===== src/rtl/rmap_wb_arbiter.sv =====
// rmap_wb_arbiter
// Two-master Wishbone arbiter that shares one slave between the RMAP target (master 0)
// and the local host (master 1). Contention is resolved round-robin on the last owner,
// ownership lasts until the owner drops cyc, and a watchdog synthesizes an error when a
// strobe stays unanswered for too long.
//
// Ports
//   clk, rst                       clock, asynchronous active-high reset
//   m0*In / m0*Out                 master 0 Wishbone (cyc, stb, we, adr, sel, dat / dat, ack, err)
//   m1*In / m1*Out                 master 1 Wishbone, same set
//   cycOut..datOut, datIn, ackIn,  shared slave Wishbone
//   errIn
//   grant                          one-hot owner (bit0 = m0, bit1 = m1), 00 when idle
//   timeoutError                   one-cycle pulse when the watchdog fires
module rmap_wb_arbiter #(
  parameter int unsigned BUS_WIDTH      = 32,
  parameter int unsigned TIMEOUT_CYCLES = 255
) (
  input  logic                   clk,
  input  logic                   rst,
  // master 0
  input  logic                   m0CycIn,
  input  logic                   m0StbIn,
  input  logic                   m0WeIn,
  input  logic [31:0]            m0AdrIn,
  input  logic [BUS_WIDTH/8-1:0] m0SelIn,
  input  logic [BUS_WIDTH-1:0]   m0DatIn,
  output logic [BUS_WIDTH-1:0]   m0DatOut,
  output logic                   m0AckOut,
  output logic                   m0ErrOut,
  // master 1
  input  logic                   m1CycIn,
  input  logic                   m1StbIn,
  input  logic                   m1WeIn,
  input  logic [31:0]            m1AdrIn,
  input  logic [BUS_WIDTH/8-1:0] m1SelIn,
  input  logic [BUS_WIDTH-1:0]   m1DatIn,
  output logic [BUS_WIDTH-1:0]   m1DatOut,
  output logic                   m1AckOut,
  output logic                   m1ErrOut,
  // slave
  output logic                   cycOut,
  output logic                   stbOut,
  output logic                   weOut,
  output logic [31:0]            adrOut,
  output logic [BUS_WIDTH/8-1:0] selOut,
  output logic [BUS_WIDTH-1:0]   datOut,
  input  logic [BUS_WIDTH-1:0]   datIn,
  input  logic                   ackIn,
  input  logic                   errIn,
  // status
  output logic [1:0]             grant,
  output logic                   timeoutError
);

  localparam logic [15:0] TimeoutVal = 16'(TIMEOUT_CYCLES);

  typedef enum logic [1:0] {StIdle, StOwn0, StOwn1} stateT;

  stateT       stateQ, stateD;
  logic        lastOwnerQ, lastOwnerD;  // 1 = master 1 owned the bus last
  logic [15:0] wdCntQ, wdCntD;
  logic        wdFireQ, wdFireD;        // high in the cycle the synthesized error is driven

  logic        ackEff, errEff;
  logic        stalled, ownerHolds;

  // ---------------------------------------------------------------------------------------
  // Arbitration
  // ---------------------------------------------------------------------------------------
  always_comb begin
    stateD     = stateQ;
    lastOwnerD = lastOwnerQ;
    unique case (stateQ)
      StIdle: begin
        if (m0CycIn && m1CycIn) begin
          stateD = lastOwnerQ ? StOwn0 : StOwn1;
        end else if (m0CycIn) begin
          stateD = StOwn0;
        end else if (m1CycIn) begin
          stateD = StOwn1;
        end
      end
      StOwn0: begin
        if (!m0CycIn) begin
          stateD     = StIdle;
          lastOwnerD = 1'b0;
        end
      end
      StOwn1: begin
        if (!m1CycIn) begin
          stateD     = StIdle;
          lastOwnerD = 1'b1;
        end
      end
      default: stateD = StIdle;
    endcase
  end

  always_ff @(posedge clk or posedge rst) begin
    if (rst) begin
      stateQ     <= StIdle;
      lastOwnerQ <= 1'b1;
      wdCntQ     <= '0;
      wdFireQ    <= 1'b0;
    end else begin
      stateQ     <= stateD;
      lastOwnerQ <= lastOwnerD;
      wdCntQ     <= wdCntD;
      wdFireQ    <= wdFireD;
    end
  end

  assign grant = {stateQ == StOwn1, stateQ == StOwn0};

  // ---------------------------------------------------------------------------------------
  // Bus routing
  // ---------------------------------------------------------------------------------------
  // During the watchdog cycle the real slave response is discarded and an error is forced.
  assign ackEff = ackIn & ~errIn & ~wdFireQ;
  assign errEff = errIn | wdFireQ;

  always_comb begin
    cycOut   = 1'b0;
    stbOut   = 1'b0;
    weOut    = 1'b0;
    adrOut   = '0;
    selOut   = '0;
    datOut   = '0;
    m0DatOut = '0;
    m0AckOut = 1'b0;
    m0ErrOut = 1'b0;
    m1DatOut = '0;
    m1AckOut = 1'b0;
    m1ErrOut = 1'b0;
    unique case (stateQ)
      StOwn0: begin
        cycOut   = m0CycIn;
        stbOut   = m0StbIn & ~wdFireQ;
        weOut    = m0WeIn;
        adrOut   = m0AdrIn;
        selOut   = m0SelIn;
        datOut   = m0DatIn;
        m0DatOut = datIn;
        m0AckOut = ackEff;
        m0ErrOut = errEff;
      end
      StOwn1: begin
        cycOut   = m1CycIn;
        stbOut   = m1StbIn & ~wdFireQ;
        weOut    = m1WeIn;
        adrOut   = m1AdrIn;
        selOut   = m1SelIn;
        datOut   = m1DatIn;
        m1DatOut = datIn;
        m1AckOut = ackEff;
        m1ErrOut = errEff;
      end
      default: ;
    endcase
  end

  // ---------------------------------------------------------------------------------------
  // Watchdog
  // ---------------------------------------------------------------------------------------
  // stbOut is already zero in idle and in the fire cycle, so both clear the counter here.
  assign stalled    = stbOut & ~ackIn & ~errIn;
  assign ownerHolds = ((stateQ == StOwn0) && m0CycIn) || ((stateQ == StOwn1) && m1CycIn);

  always_comb begin
    // Fire only if the owner keeps the bus, so the error lands on the same master.
    wdFireD = stalled && ownerHolds && (wdCntQ == TimeoutVal);
    if (!stalled || wdFireD) begin
      wdCntD = '0;
    end else begin
      wdCntD = wdCntQ + 16'd1;
    end
  end

  assign timeoutError = wdFireQ;

endmodule

===== config.mk =====
export PLATFORM = sky130hd
export DESIGN_NAME = rmap_wb_arbiter
export DESIGN_NICKNAME = d
export VERILOG_FILES = /design/src/rtl/rmap_wb_arbiter.sv
export SDC_FILE = /design/constraint.sdc
export NUM_CORES = 1
export LEC_CHECK = 0
export BUFFER_PORTS_ARGS = -buffer_cell sky130_fd_sc_hd__buf_2
export CORE_AREA = 5 5 121 123
export DETAILED_ROUTE_END_ITERATION = 12
export DIE_AREA = 0 0 126 128
export GPL_TIMING_DRIVEN = 0
export PLACE_DENSITY_LB_ADDON = 0.12
export SETUP_SLACK_MARGIN = 0.05
export SLEW_MARGIN = 20
export SYNTH_ARGS = -nofsm -noshare
export SYNTH_HDL_FRONTEND = slang
export SYNTH_SLANG_ARGS = --single-unit

===== constraint.sdc =====
create_clock -name clk -period 2.3 [get_ports clk]
set_clock_uncertainty 0.2 [all_clocks]
set_input_delay 0.575 -clock clk [delete_from_list [all_inputs] [get_ports clk]]
set_output_delay 0.575 -clock clk [all_outputs]
set_load 0.05 [all_outputs]

Yosys cells after proc, flatten, opt, wreduce, memory -nomap -nowiden
Cells that the tools add are included.
- output and inout port bits: 142
- word-level logic and storage cells: 56
- input bits: 178
- flip-flop bits (word level): 20
- $add $sub $neg: 1
- multiplexer cells: 23
- equality and inequality tests: 6
- bitwise logic cells: 10
- reductions and logical operators: 12
- operators with widths (cell ; number):
    $pmux 32 s2 ; 2
    $mux 32 ; 2
    $add 16x1->16 const B ; 1
    $eq 16x8->1 const B ; 1
    $mux 16 ; 1
    $mux 2 ; 6
    $pmux 1 s2 ; 4
    $pmux 4 s2 ; 1
    $and 1x1->1 ; 6
    $mux 1 ; 6
    $pmux 2 s3 ; 1
    $reduce_and 3->1 ; 2
    $logic_and 1x1->1 ; 5
    $ne 2x2->1 const B ; 2
    $ne 4x4->1 const B ; 1
    $not 1->1 ; 3
    $eq 2x1->1 const B ; 1
    $eq 2x2->1 const B ; 1
    $logic_not 2->1 ; 1
    $logic_or 1x1->1 ; 2
    $reduce_bool 2->1 ; 1
    $logic_not 1->1 ; 1
    $or 1x1->1 ; 1

Depth between registers and ports, before layout
- word-level depth: 9
- gate-level depth with buffers: 8
- mapped depth without buffers: 6

Worst setup path after synthesis
No wires, ideal clock.
- kind: register -> output
- start point: register stateQ[1]
- end point: output adrOut[12]
- path slack: -1.067 ns
- data arrival time: 2.592 ns
- stages on the path, launching flop included: 8
- path through: dfrtp_1 inv_1 ha_1 clkbuf_1 clkbuf_1 buf_1 a22oi_1 nor2b_1
- word-level cells in the longest chain between the ends: 2
- elaborated cells on any way between the ends: 3
- ends and longest elaborated chain (item ; line ; RTL):
    start: declaration ; 60 ; stateT stateQ, stateD;
    start signal: assignment ; 102 ; stateQ <= StIdle;
    start signal: assignment ; 107 ; stateQ <= stateD;
    $eq 2x1->1 ; -- ;
    via grant[0] ; 52 ; output logic [1:0] grant,
    $pmux 32 s2 ; 136 ; unique case (stateQ)
    end: declaration ; 45 ; output logic [31:0] adrOut,
The timed path passes the listed nets, and every way through them passes these cells.

Worst setup path in the final report
- start point: register stateQ[1]
- end point: output datOut[7]
- word-level cells in the longest chain between the ends: 2
- elaborated cells on any way between the ends: 3
- ends and longest elaborated chain (item ; line ; RTL):
    $eq 2x2->1 or $eq 2x1->1 (tied branches) ; 136 ;
    $pmux 32 s2 * ; 136 ;
    end: declaration ; 47 ; output logic [BUS_WIDTH-1:0] datOut,
Mark *: on every way between the ends. The rest lies on a longest branch, timed or not.

==> flow_summary.toml <==
[run_status]
outcome = "finished with violations"
violations = "setup timing"

[floorplan]
die_h_um = 128
start_util = 0.192
io_pins = 320
core_area_sq_um = 13600
die_w_um = 126
rows = 43
die_area_sq_um = 16100

[setup_path]
cp_top_family = "buffers and inverters"
crit_fanout = 10
rr_worst_depth = 10
cpMaxStageDelayCell = "dfrtp_1"
startpoint_type = "flop"
worst-path-buf-inv = 4
cpPeakStageDelay_ns = 0.41
arrival_ns = 1.76
crit_type = "flop to primary output"
worstSetupEndpointType = "primary output"
crit_cells = 7
path_cells = "buf_6, ha_4, clkbuf_8, clkbuf_16, a22oi_2, nor2b_4, buf_8"
crit_required_ns = 1.52

[cts]
cts_sinks = 20
cts_buffers = 3
cts_tree = "yes"
clk_pin_slew_ns = 0.06
htreeDepth = 1
clockBufferDepth = 2
insertion_delay_ns = 0.26
cts_hold_buf = 0
cts_root_buf = "clkbuf_16"

[synthesis]
yosysTopAreaCell = "a22oi_1"
ys_seq_elements = 20
synth_edf_count = 0
synth_common_cells = "nor2b_1 (71), a22oi_1 (70), and2_1 (65)"
synth_cell_types = 34
synthesis.area_sq_um = 2610
synth_most_common_cell = "nor2b_1"
yosys_warnings = 0
async_reset_ff_frac = 1.00
syn-num-nets = 531
synthFlopType = "dfrtp_1"
synth_cells = 348
yosys.area.top_type_share = 0.202
ys_top_cells_by_area = "a22oi_1 (20%), dfrtp_1 (18%), nor2b_1 (17%)"
synth_seq_area_share = 0.193
syn_area_per_cell_sq_um = 7.49

[grt]
antenna_found_initial = 4
grt_max_degree = 21
grt_pass1_vias = 4350
grt_overflow = 0
grt_pass1_wl_um = 24100
gr-usage-all-layers = 0.187

[power]
vdd_ir_drop_max_mv = 0.702
p_leak_nw = 3.47
powerDensity_nw_per_um2 = 1330

[sta]
post-route-min-period_ns = 2.53
fin_tns_setup_ns = -25.02
max_slew.worst_pin.slew_ns = 0.836
rsz0062_at_grt = "true"
hold_viol = 0
fin_crit_sh = 1.10
slew_violations = 0
relSlewSlack = 0.442
fin_ws_ns = -0.233
max_freq_ghz = 0.395
hold_slack_ns = 0.279
setup-violations-final = 150

[detailed_routing]
drc = 0
drt_pass1_iterations = 4
dr_total_vias = 4130
postRouteAntennaNets = 0
wl_per_cell_um = 18.9
first_iter_violations = 106
wirelength_um = 17000
viasPerCell = 4.60

[cells_and_area]
final_util = 0.577
fin_nets = 898
fill_cells = 1144
multi_input_area_sq_um = 3120
syn2layout_area_growth_pct = 200
drive_gt1_frac = 0.888
seq_area_sq_um = 502
final_cells = 897

[place]
dpl.hpwl_um = 12100
port_buffers = 319
dp_cells = 847
globalplace.congestion = 0.889

[run]
max-cap-violations = 0

[hold_path]
hold_path.class = "input port to asynchronous set/reset pin"
## where the power goes
| part | switching, mW | internal (mW) |
|---|---|---|
| registers | 0.0259 | 0.385 |
| logic | 4.81 | 4.66 |
| clock network | 0.141 | 0.346 |
| total | 4.98 | 5.39 |
## sequential cells by signal (all words and copies together), names as in the netlist
signal and cells:
timeoutError 1, stateQ 2, wdCntQ 16, lastOwnerQ 1
## layout by cell type, fill, tap and decap left out, types with 3 or more instances in the layout
cell type	netlist	final
nand3_1	7	7
nor2_4	1	10
nor2_2	9	4
buf_2	7	180
buf_4	1	18
dfrtp_1	19	19
nor2b_4	0	71
and3_1	6	4
clkbuf_8	0	4
clkbuf_16	0	18
nor4_1	6	6
and2_4	0	65
diode_2	0	3
buf_6	2	81
buf_8	0	94
xnor2_1	11	11
a22oi_2	0	69
nor2_1	9	5
inv_1	7	5
nand2_1	6	6
nand4_1	3	3
ha_4	0	4
## per-stage QoR
stage	instance area (sq um)	setup slack, ns	total power [mW]
3_3_place_gp	5170	-0.289	6.65
6_report	7830	-0.233	10.4
3_5_place_dp	5170	-0.304	6.69
2_1_floorplan	3350	-0.0399	5.43
5_1_grt	7830	-0.295	10.8
4_1_cts	7160	-0.230	9.44
## cell type report
class,count,area share
Buffer,32,0.0663
Antenna cell,3,0.000959
Clock buffer,3,0.00959
Multi-Input combinational cell,288,0.399
Tap cell,180,0.0288
Inverter,7,0.00336
Timing Repair Buffer,363,0.424
Sequential cell,20,0.0641
Clock inverter,1,0.00384
## layer usage
metal	GRT usage	wire, um	vias up
met2	0.352	9370	179
met3	0.0400	1170	24
met5	0	13	-
met1	0.210	6110	1975
li1	-	-	1950
met4	0.0549	337	2
## logic make-up (layout without fill, tap and decap cells)
kind of cell	Yosys count	count (layout)	share of synthesized area
flops	20	20	0.193
buf+inv	40	406	0.0682
compound gates	81	81	0.232
mux	1	1	0.00384
simple gates	189	189	0.439
xor+xnor	12	12	0.0403
fa+ha+maj	5	5	0.0240
other cells	0	3	0
## final timing paths
| check | slack [ns] | endpoint | startpoint |
|---|---|---|---|
| setup / recovery | -0.23 | datOut[7] | stateQ[1] |
| hold / removal | 0.28 | wdCntQ[4] | rst |
| setup reg to reg | -0.20 | wdCntQ[11] | stateQ[1] |
| hold reg to reg | 0.31 | wdCntQ[0] | wdCntQ[0] |
| max in group asynchronous | 1.10 | wdCntQ[14] | rst |
| min in group clk | 0.31 | wdCntQ[0] | wdCntQ[0] |
## timing repair
action | in CTS | in global routing
setup buffers | 10 | 19
setup endpoints to repair | 151 | 150
pin swaps | 22 | 22
gates cloned | 8 | 8
gates resized for setup | 463 | 130
(Power assumes the default switching activity.)
